**config.mk**
```make
export PLATFORM = sky130hd
export DESIGN_NAME = fifo_ctrl_32
export DESIGN_NICKNAME = d
export VERILOG_FILES = /design/src/rtl/fifo_pkg.sv /design/src/rtl/fifo_ptr.sv /design/src/rtl/fifo_ctrl_32.sv
export SDC_FILE = /design/constraint.sdc
export NUM_CORES = 1
export LEC_CHECK = 0
export CAP_MARGIN = 20
export CORE_MARGIN = 2
export CORE_UTILIZATION = 45
export DETAILED_ROUTE_END_ITERATION = 8
export PLACE_DENSITY_LB_ADDON = 0.12
export SYNTH_ARGS = -nofsm -noshare
export SYNTH_HDL_FRONTEND = slang
export SYNTH_HIERARCHICAL = 1
export SYNTH_SLANG_ARGS = --single-unit
```
**constraint.sdc**
```tcl
create_clock -name Clk -period 2.3 [get_ports Clk]
set_input_delay 0.23 -clock Clk [delete_from_list [all_inputs] [get_ports Clk]]
set_output_delay 0.23 -clock Clk [all_outputs]
set_load 0.01 [all_outputs]
```
**src/rtl/fifo_pkg.sv**
```systemverilog
// fifo_pkg: shared sizing and default threshold constants for the 32x8 FIFO controller
package fifo_pkg;
    localparam int DEPTH = 32;
    localparam int ADDR_W = 5;
    localparam int CNT_W = 6;
    localparam int AF_LEVEL_DEF = 28;
    localparam int AE_LEVEL_DEF = 4;
endpackage

```
**src/rtl/fifo_ptr.sv**
```systemverilog
// fifo_ptr: ADDR_W+1 bit wrap counter; the top bit toggles each time the row address rolls over
//   Clk   - clock, rising edge
//   Reset - asynchronous active-high clear
//   Inc   - advance by one on the next rising edge
//   Ptr   - {wrap bit, row address}
module fifo_ptr
    import fifo_pkg::*;
(
    input  logic              Clk,
    input  logic              Reset,
    input  logic              Inc,
    output logic [ADDR_W:0]   Ptr
);
    always_ff @(posedge Clk or posedge Reset)
        if (Reset) Ptr <= '0;
        else if (Inc) Ptr <= Ptr + 1'b1;
endmodule

```
**src/rtl/fifo_ctrl_32.sv**
```systemverilog
// fifo_ctrl_32: pointer, flag and sticky-error controller for the 32x8 structural FIFO
//   Clk, Reset           - clock and asynchronous active-high reset
//   Wr, Rd               - push / pop requests, one per cycle while held
//   WrAddr, RdAddr       - RAM write row and head (oldest entry) row
//   WrEn, RdEn           - qualified strobes: request gated by Full / Empty
//   Full, Empty          - 32 / 0 entries held
//   AlmostFull/Empty     - Count >= AF_LEVEL / Count <= AE_LEVEL
//   Count                - occupancy 0..32
//   Overflow, Underflow  - sticky: push while Full / pop while Empty, cleared only by Reset
module fifo_ctrl_32
    import fifo_pkg::*;
#(
    parameter int AF_LEVEL = AF_LEVEL_DEF,
    parameter int AE_LEVEL = AE_LEVEL_DEF
) (
    input  logic              Clk,
    input  logic              Reset,
    input  logic              Wr,
    input  logic              Rd,
    output logic [ADDR_W-1:0] WrAddr,
    output logic [ADDR_W-1:0] RdAddr,
    output logic              WrEn,
    output logic              RdEn,
    output logic              Full,
    output logic              Empty,
    output logic              AlmostFull,
    output logic              AlmostEmpty,
    output logic [CNT_W-1:0]  Count,
    output logic              Overflow,
    output logic              Underflow
);
    localparam logic [CNT_W-1:0] AF_CNT = CNT_W'(AF_LEVEL);
    localparam logic [CNT_W-1:0] AE_CNT = CNT_W'(AE_LEVEL);

    logic [ADDR_W:0] wptr, rptr;

    fifo_ptr u_wptr (.Clk(Clk), .Reset(Reset), .Inc(WrEn), .Ptr(wptr));
    fifo_ptr u_rptr (.Clk(Clk), .Reset(Reset), .Inc(RdEn), .Ptr(rptr));

    assign WrAddr = wptr[ADDR_W-1:0];
    assign RdAddr = rptr[ADDR_W-1:0];
    // Same row with differing wrap bits means the writer is a full lap ahead.
    assign Empty = wptr == rptr;
    assign Full = (WrAddr == RdAddr) && (wptr[ADDR_W] != rptr[ADDR_W]);
    assign Count = wptr - rptr;
    assign AlmostFull = Count >= AF_CNT;
    assign AlmostEmpty = Count <= AE_CNT;
    assign WrEn = Wr & ~Full;
    assign RdEn = Rd & ~Empty;

    always_ff @(posedge Clk or posedge Reset)
        if (Reset) begin
            Overflow <= 1'b0;
            Underflow <= 1'b0;
        end else begin
            Overflow <= Overflow | (Wr & Full);
            Underflow <= Underflow | (Rd & Empty);
        end
endmodule

```
==> metrics.txt, run 1 <==
status=finished with violations; failing checks=negative setup slack; DRC viols=0; RSZ-0062 raised after global routing=yes; vias in the first global route=788; Bufs and invs on worst path=1; critical path peak fanout=4; Setup Skew=14.72 ps; FF+latch area=351.6 um2; Mapped Area=878.3 um2; Clock Sinks=14; Worst Tran Pin Value=344.2 ps; Final Critical Period=2421 ps; Post-synth EDFFs=0; Max Root-Sink Buffers=2; gr usage total=21.32%; most common flop cell mapped by yosys=dfrtp_1; Post-DP HPWL=1609 um; Worst path top cell family by delay=compound AO/OA/AOI/OAI gates; Synthesis Warnings=6; TritonCTS buffer count=3; cell taking the most area after synthesis=dfrtp_1; top-count cell post-synth=dfrtp_1; Setup Viol. Count Final=2; die area=2321 um2; Syn Nets=96; htree depth=1; Hold Buf Count CTS=0; worst skew pair latency=280 ps; largest net degree at the start of global routing=9; top cell type's share of synthesized area=39.89%; synthesized area per cell=10.46 um2; TritonRoute pass-1 iters=4; routed vias=822; routed wire length=2215 um; critical path class=register to primary output; CP Capture Type=primary output; Root Buffer=clkbuf_4; CTS tree=built; Worst path depth=7; Slew HR=77.03%; fraction of layout cells with a size suffix above 1=42.07%; Mapped Cells=84; GP Congestion=0.8382; initial detailed-routing violation count=12; PortBufs=27; clk slew on worst S/H paths=90 ps; CP arrival=2190 ps; f_max=413.0 MHz; post-synthesis register bit count=14; first-pass GRT wire length=3325 um; Slew Limit Fails=0; core box area=1783 um2; Initial Utilization=49.26%; initial antenna violation count=0; most frequent cells after synthesis=dfrtp_1, inv_1, ha_1, xnor2_1, xor2_1; Placement Rows=15; DR vias/cell=4.835; max incr delay on CP=460 ps; crit start category=register; final hold vios=0; die height=48.18 um; CP max-delay cell=dfrtp_2; max cap viols=0; final period utilization=105.3%; CP Data Required Time=2070 ps; ANT cells=0; I/O pin cnt=28; gr ovfl total=0; Die X=48.18 um; Final WS setup=-121.4 ps; asr flop ratio synth=100.0%; ranking of synthesized cells by area=dfrtp_1, ha_1, xnor2_1, xor2_1, inv_1; Seq/Total Area, Yosys=39.89%; pre-CTS setup slack=-243.7 ps; Multi-input gate area=585.6 um2; cells on worst reg2reg path=10; nets@finish=158; CP Cell Sequence=ha_4 > nand2b_4 > a21oi_2 > nor4_1 > a311o_1 > a2111oi_4 > buf_2; Hold Crit Class=primary input to asynchronous set/reset pin; library cells used by synthesis=28; fillers=105; post-route ant nets=0; P&R area growth vs syn=73.08%; post-DR wirelength/cell=13.03 um
==> cells by family (layout without fill, tap and decap cells) <==
kind of cell	Yosys count	count (layout)	synth area share, %
xor gates and xnor gates	14	14	14.82
AOI/OAI and AO/OA	11	11	9.685
buffers and inverters	11	72	4.701
muxes	2	2	2.564
DFF	14	14	39.89
and+or+nand+nor	24	24	16.10
adders and majority gates	8	8	12.25
==> timing repair <==
item	in CTS	in global routing
hold endpoints to repair	0	0
pin swaps	4	7
setup buffers	3	4
resized for setup	26	13
endpoints found under the setup margin	10	6
==> cell usage in the layout (no fill, tap or decap), types with 2 or more instances in the layout <==
cell	n
o21ai_1	2
xnor2_1	6
xor2_2	2
nor2_2	3
nand4_1	2
clkbuf_4	3
ha_4	2
clkdlybuf4s50_1	17
nor2b_1	2
inv_1	11
xor2_1	5
nand2_1	5
a21o_1	2
clkbuf_2	2
nor2b_2	2
dfrtp_1	13
dlygate4sd2_1	6
ha_1	4
mux2_2	2
nand4_2	2
buf_4	30
nor2_1	2
==> routing by layer <==
metal	track usage [%]	routed length, um	part of all wire [%]
met4	8.108	14	0.63
met2	39.21	1181	53
met1	23.78	943	43
met3	4.444	75	3.4
met5	0	0	0
==> metrics by stage <==
step,std cells,area (um2),TNS (ps),hold WS [ps],utilization (%)
after floorplan,84,878.3,0,-28.82,-
after global placement,159,1353,-460.1,439.2,75.86
after detailed placement,159,1353,-466.9,451.9,75.86
after CTS,166,1435,-288.6,149.0,80.49
after global routing,170,1520,-458.3,149.6,85.26
final,170,1520,-210.9,150.7,85.26
==> sequential cells by signal, summed over array words and instances (netlist names) <==
register and cells:
Overflow 1, Underflow 1, u_wptr/Ptr 6, u_rptr/Ptr 6
==> worst paths after layout <==
kind	startpoint	slack [ps]	end
max	u_wptr/Ptr[1]$_DFFE_PP0P_	-120	AlmostEmpty
min	Reset	150	Underflow$_DFF_PP0_
max reg2reg	u_wptr/Ptr[4]$_DFFE_PP0P_	150	u_wptr/Ptr[5]$_DFFE_PP0P_
min reg2reg	Underflow$_DFF_PP0_	470	Underflow$_DFF_PP0_
max in group asynchronous	Reset	1860	u_wptr/Ptr[1]$_DFFE_PP0P_
min in group Clk	Underflow$_DFF_PP0_	470	Underflow$_DFF_PP0_
==> cell type report <==
| cell class | instances | area share [%] |
|---|---|---|
| timing repair buffer | 57 | 31.19 |
| sequential | 14 | 23.13 |
| tap | 25 | 2.058 |
| inverter | 11 | 2.716 |
| multi-input combinational | 59 | 38.52 |
| clock buffer | 4 | 2.387 |
Power of run 1 is not shown: default switching activity piles up to over one toggle a cycle in this logic, so the estimate is an artifact.
==> run 2: changes to the inputs <==
--- a/config.mk
+++ b/config.mk
@@ -9,7 +9,9 @@
 export CORE_MARGIN = 2
 export CORE_UTILIZATION = 45
 export DETAILED_ROUTE_END_ITERATION = 8
+export GPL_TIMING_DRIVEN = 0
 export PLACE_DENSITY_LB_ADDON = 0.12
+export SLEW_MARGIN = 20
 export SYNTH_ARGS = -nofsm -noshare
 export SYNTH_HDL_FRONTEND = slang
 export SYNTH_HIERARCHICAL = 1
==> run 2 against run 1 <==
- fmax shrank 2.9%
- die area is the same
- clock skew shrank 8.8 ps
- sequential cell count is the same
- non-clock buffer count shrank 11
- register-to-register slack gained 170 ps
- critical endpoint unchanged
- the run still ends with negative setup slack left
- final cell count shrank 6.5%
- hold slack lost 12 ps
- first-iteration DRC count shrank 58%
==> metrics.txt, run 2 (synthesized netlist as in run 1, its figures left out) <==
Setup Viol. Count Final=2; RSZ-0062 raised after global routing=yes; P&R area growth vs syn=64.67%; critical path peak fanout=5; critical path class=register to primary output; Hold Crit Class=primary input to asynchronous set/reset pin; initial antenna violation count=0; DR top layer=met4; crit start category=register; clk slew on worst S/H paths=90 ps; commonest cells after routing, fill and taps aside=buf_4, clkdlybuf4s50_1, inv_1, dfrtp_1; DR vias/cell=4.774; Worst Tran Pin Value=303.8 ps; CTS tree=built; CP arrival=2260 ps; DRC viols=0; fraction of layout cells with a size suffix above 1=41.04%; status=finished with violations; Met1 Wirelength=836 um; Clock Sinks=14; Final WS setup=-194.5 ps; wire length on met3=82 um; f_max=400.9 MHz; Setup Skew=5.957 ps; core box area=1783 um2; cells on worst reg2reg path=11; routed vias=759; vias in the first global route=700; nets@finish=147; first-pass GRT wire length=2704 um; I/O pin cnt=28; largest net degree at the start of global routing=9; htree depth=1; pre-CTS setup slack=-420.8 ps; CP Data Required Time=2070 ps; post-route ant nets=0; CP Capture Type=primary output; die area=2321 um2; biggest regs=u_rptr/Ptr (6), u_wptr/Ptr (6); Slew HR=79.73%; Root Buffer=clkbuf_4; setup_tns=-220.1 ps; ANT cells=0; gr ovfl total=0; TritonRoute pass-1 iters=4; Slew Limit Fails=0; Final Critical Period=2494 ps; GP Congestion=0.7762; Placement Rows=15; post-DR wirelength/cell=11.98 um; PortBufs=27; final hold vios=0; met2 wire len=965 um; gr usage total=17.45%; max cap viols=0; die height=48.18 um; failing checks=negative setup slack; Max Root-Sink Buffers=2; initial detailed-routing violation count=5; Post-DP HPWL=1350 um; Hold Buf Count CTS=0; most common cell after layout, fill and taps aside=buf_4; Initial Utilization=49.26%; worst skew pair latency=280 ps; routed wire length=1905 um; Die X=48.18 um; TritonCTS buffer count=3; final period utilization=108.5%
[run 2: layout make-up]
| class | count | area (um2) |
|---|---|---|
| clock buffers | 4 | 36.28 |
| well taps | 25 | 31.28 |
| inverters | 11 | 41.29 |
| flip-flops and latches | 14 | 357.8 |
| fillers | 105 | 336.6 |
| multi-input cells | 59 | 576.8 |
| repair buffers | 46 | 402.9 |
[run 2: critical path, cell delays in order (launching register included)]
cell	delay (ps)
dfrtp_1	400
inv_2	80
ha_4	210
and2_1	140
o21ai_1	130
o31ai_1	90
a311o_1	390
a2111oi_4	350
buf_2	190
[run 2: path summary, 6_finish.rpt]
path | startpoint | end | slack, ps
max | u_rptr/Ptr[4]$_DFFE_PP0P_ | AlmostEmpty | -190
min | Reset | Underflow$_DFF_PP0_ | 140
max reg2reg | u_rptr/Ptr[4]$_DFFE_PP0P_ | u_rptr/Ptr[5]$_DFFE_PP0P_ | 320
min reg2reg | Overflow$_DFF_PP0_ | Overflow$_DFF_PP0_ | 460
max in group asynchronous | Reset | u_wptr/Ptr[2]$_DFFE_PP0P_ | 1880
min in group Clk | Overflow$_DFF_PP0_ | Overflow$_DFF_PP0_ | 460
[run 2: timing repair]
action                     in CTS  in global routing
pin swaps                       2                  8
gates resized for setup        26                 17
setup endpoints to repair      11                  7
setup buffers                  10                  9
[run 2: metal layers]
layer  vias up  global-route usage [%]
met4         0                   9.730
met5         -                       0
met3         2                   5.556
li1        384                       -
met1       353                   18.78
met2        20                   30.00
[run 2: metrics by stage]
step | utilization, % | hold WS, ps | area (um2) | instances
after floorplan | - | -28.82 | 878.3 | 84
after global placement | 66.18 | 438.6 | 1180 | 136
after detailed placement | 66.18 | 445.7 | 1180 | 136
after CTS | 74.60 | 131.4 | 1330 | 150
after global routing | 81.12 | 134.9 | 1446 | 159
final | 81.12 | 138.8 | 1446 | 159
Power of run 2 is left out for the same reason.
==> run 3: changes to the inputs <==
--- a/config.mk
+++ b/config.mk
@@ -6,11 +6,12 @@
 export NUM_CORES = 1
 export LEC_CHECK = 0
 export CAP_MARGIN = 20
-export CORE_MARGIN = 2
-export CORE_UTILIZATION = 45
+export CORE_MARGIN = 1.5
+export CORE_UTILIZATION = 48
 export DETAILED_ROUTE_END_ITERATION = 8
 export GPL_TIMING_DRIVEN = 0
 export PLACE_DENSITY_LB_ADDON = 0.12
+export SETUP_SLACK_MARGIN = 0.15
 export SLEW_MARGIN = 20
 export SYNTH_ARGS = -nofsm -noshare
 export SYNTH_HDL_FRONTEND = slang
==> constraint.sdc (replaced) <==
create_clock -name Clk -period 3.2 [get_ports Clk]
set_input_delay 0.32 -clock Clk [delete_from_list [all_inputs] [get_ports Clk]]
set_output_delay 0.32 -clock Clk [all_outputs]
set_load 0.01 [all_outputs]
==> run 3 against run 2 <==
- the run now ends clean
- sequential cell count is the same
- design area shrank 15%
- utilization is 10 points lower
- first-iteration DRC count is 80% higher
- non-clock buffer count down 19
- via count decreased by 8.3%
- setup slack better by 480 ps
- global-route usage rose by 1.1 points
- routed wire length decreased by 17%
==> metrics.txt, run 3 (synthesized netlist as in run 1, its figures left out) <==
worst skew pair latency=280 ps; most common cell after layout, fill and taps aside=clkdlybuf4s50_1; setup bufs post-CTS=0; critical path class=register to primary output; cells on worst reg2reg path=9; post-DR wirelength/cell=11.28 um; Hold Buf Count CTS=0; core box area=1727 um2; routed vias=696; ANT cells=0; Final Critical Period=2914 ps; status=completed; final hold vios=0; die height=45.78 um; P&R area growth vs syn=39.74%; CP arrival=2590 ps; initial antenna violation count=0; Placement Rows=15; Worst path top cell family by delay=adder cells; Setup Viol. Count Final=0; CP Capture Type=primary output; nets@finish=128; first-pass GRT wire length=2725 um; fraction of layout cells with a size suffix above 1=15.65%; Root Buffer=clkbuf_4; critical path peak fanout=5; gr usage total=18.51%; PortBufs=27; TritonCTS buffer count=3; GP Congestion=0.7916; vias in the first global route=639; initial detailed-routing violation count=9; biggest regs=u_rptr/Ptr (6), u_wptr/Ptr (6); gr ovfl total=0; Initial Utilization=50.87%; CP max-delay cell=clkdlybuf4s50_1; pre-CTS setup slack=413.7 ps; clk slew on worst S/H paths=90 ps; htree depth=1; setup_tns=0 ps; I/O pin cnt=28; Setup Skew=10.88 ps; post-route ant nets=0; DR vias/cell=4.971; crit start category=register; CTS tree=built; reg2reg end=u_wptr/Ptr[5]$_DFFE_PP0P_; max cap viols=0; CP Cell Sequence=inv_1 > ha_1 > fa_1 > nor2b_1 > o21ai_0 > nand2b_1 > xor2_2 > a31o_2 > clkdlybuf4s50_1; final period utilization=91.06%; Post-DP HPWL=1277 um; max incr delay on CP=520 ps; commonest cells after routing, fill and taps aside=clkdlybuf4s50_1, dfrtp_1, inv_1, xnor2_1, ha_1; Bufs and invs on worst path=2; TritonRoute pass-1 iters=3; r2r setup slk=1000 ps; Final WS setup=286.0 ps; die area=2095 um2; DRC viols=0; routed wire length=1579 um; CP Data Required Time=2880 ps; Reg-to-Reg Start=u_rptr/Ptr[4]$_DFFE_PP0P_; Clock Sinks=14; Worst Tran Pin Value=477.2 ps; Slew HR=68.12%; largest net degree at the start of global routing=9; RSZ-0062 raised after global routing=yes; Die X=45.78 um; f_max=343.2 MHz; Max Root-Sink Buffers=2; Hold Crit Class=primary input to asynchronous set/reset pin; Slew Limit Fails=0
==> run 3: layout make-up <==
type | instances | area [um2]
multi-input combinational | 59 | 496.7
fill | 143 | 499.2
clock buffer | 4 | 36.28
inverter | 11 | 41.29
tap | 25 | 31.28
timing repair buffer | 27 | 269.0
sequential | 14 | 352.8
==> run 3: how the worst max path moves through the flow <==
stage	start	to	depth (start not counted)
2_1_floorplan	u_rptr/Ptr[2]$_DFFE_PP0P_	AlmostEmpty	7
3_3_place_gp	u_rptr/Ptr[2]$_DFFE_PP0P_	AlmostEmpty	8
3_5_place_dp	u_rptr/Ptr[2]$_DFFE_PP0P_	AlmostEmpty	8
4_1_cts	u_wptr/Ptr[0]$_DFFE_PP0P_	AlmostFull	9
5_1_grt	u_wptr/Ptr[0]$_DFFE_PP0P_	AlmostFull	9
6_report	u_wptr/Ptr[0]$_DFFE_PP0P_	AlmostFull	9
==> run 3: through the flow <==
stage / utilization, % / instance area, um2 / hold WS [ps] / cells
after detailed placement: 68.33 / 1180 / 451.2 / 136
after global placement: 68.33 / 1180 / 436.4 / 136
after CTS: 70.43 / 1216 / 236.4 / 140
final: 71.09 / 1227 / 239.7 / 140
after floorplan: - / 878.3 / 61.18 / 84
after global routing: 71.09 / 1227 / 281.3 / 140
==> run 3: timing repair <==
| action | CTS | global route |
|---|---|---|
| gates resized for setup | 2 | 3 |
| endpoints found under the setup margin | 1 | 3 |
| pin swaps | 0 | 0 |
==> run 3: layer usage <==
layer | global-route usage, % | share of wire (%) | vias up
li1 | - | - | 342
met2 | 28.73 | 49 | 19
met4 | 6.857 | 0.63 | 0
met5 | 0 | 0 | -
met3 | 4.762 | 3.7 | 2
met1 | 24.94 | 47 | 333
==> run 3: worst register-to-register path, stage by stage (launching register included) <==
cell and delay (ps):
dfrtp_1 420, inv_1 70, ha_1 360, and3_1 220, nand3_1 100, nor2b_1 80
nor2b_1 400, nand4_2 180, nor2_2 160, xor2_1 150
Power of run 3 is left out for the same reason.
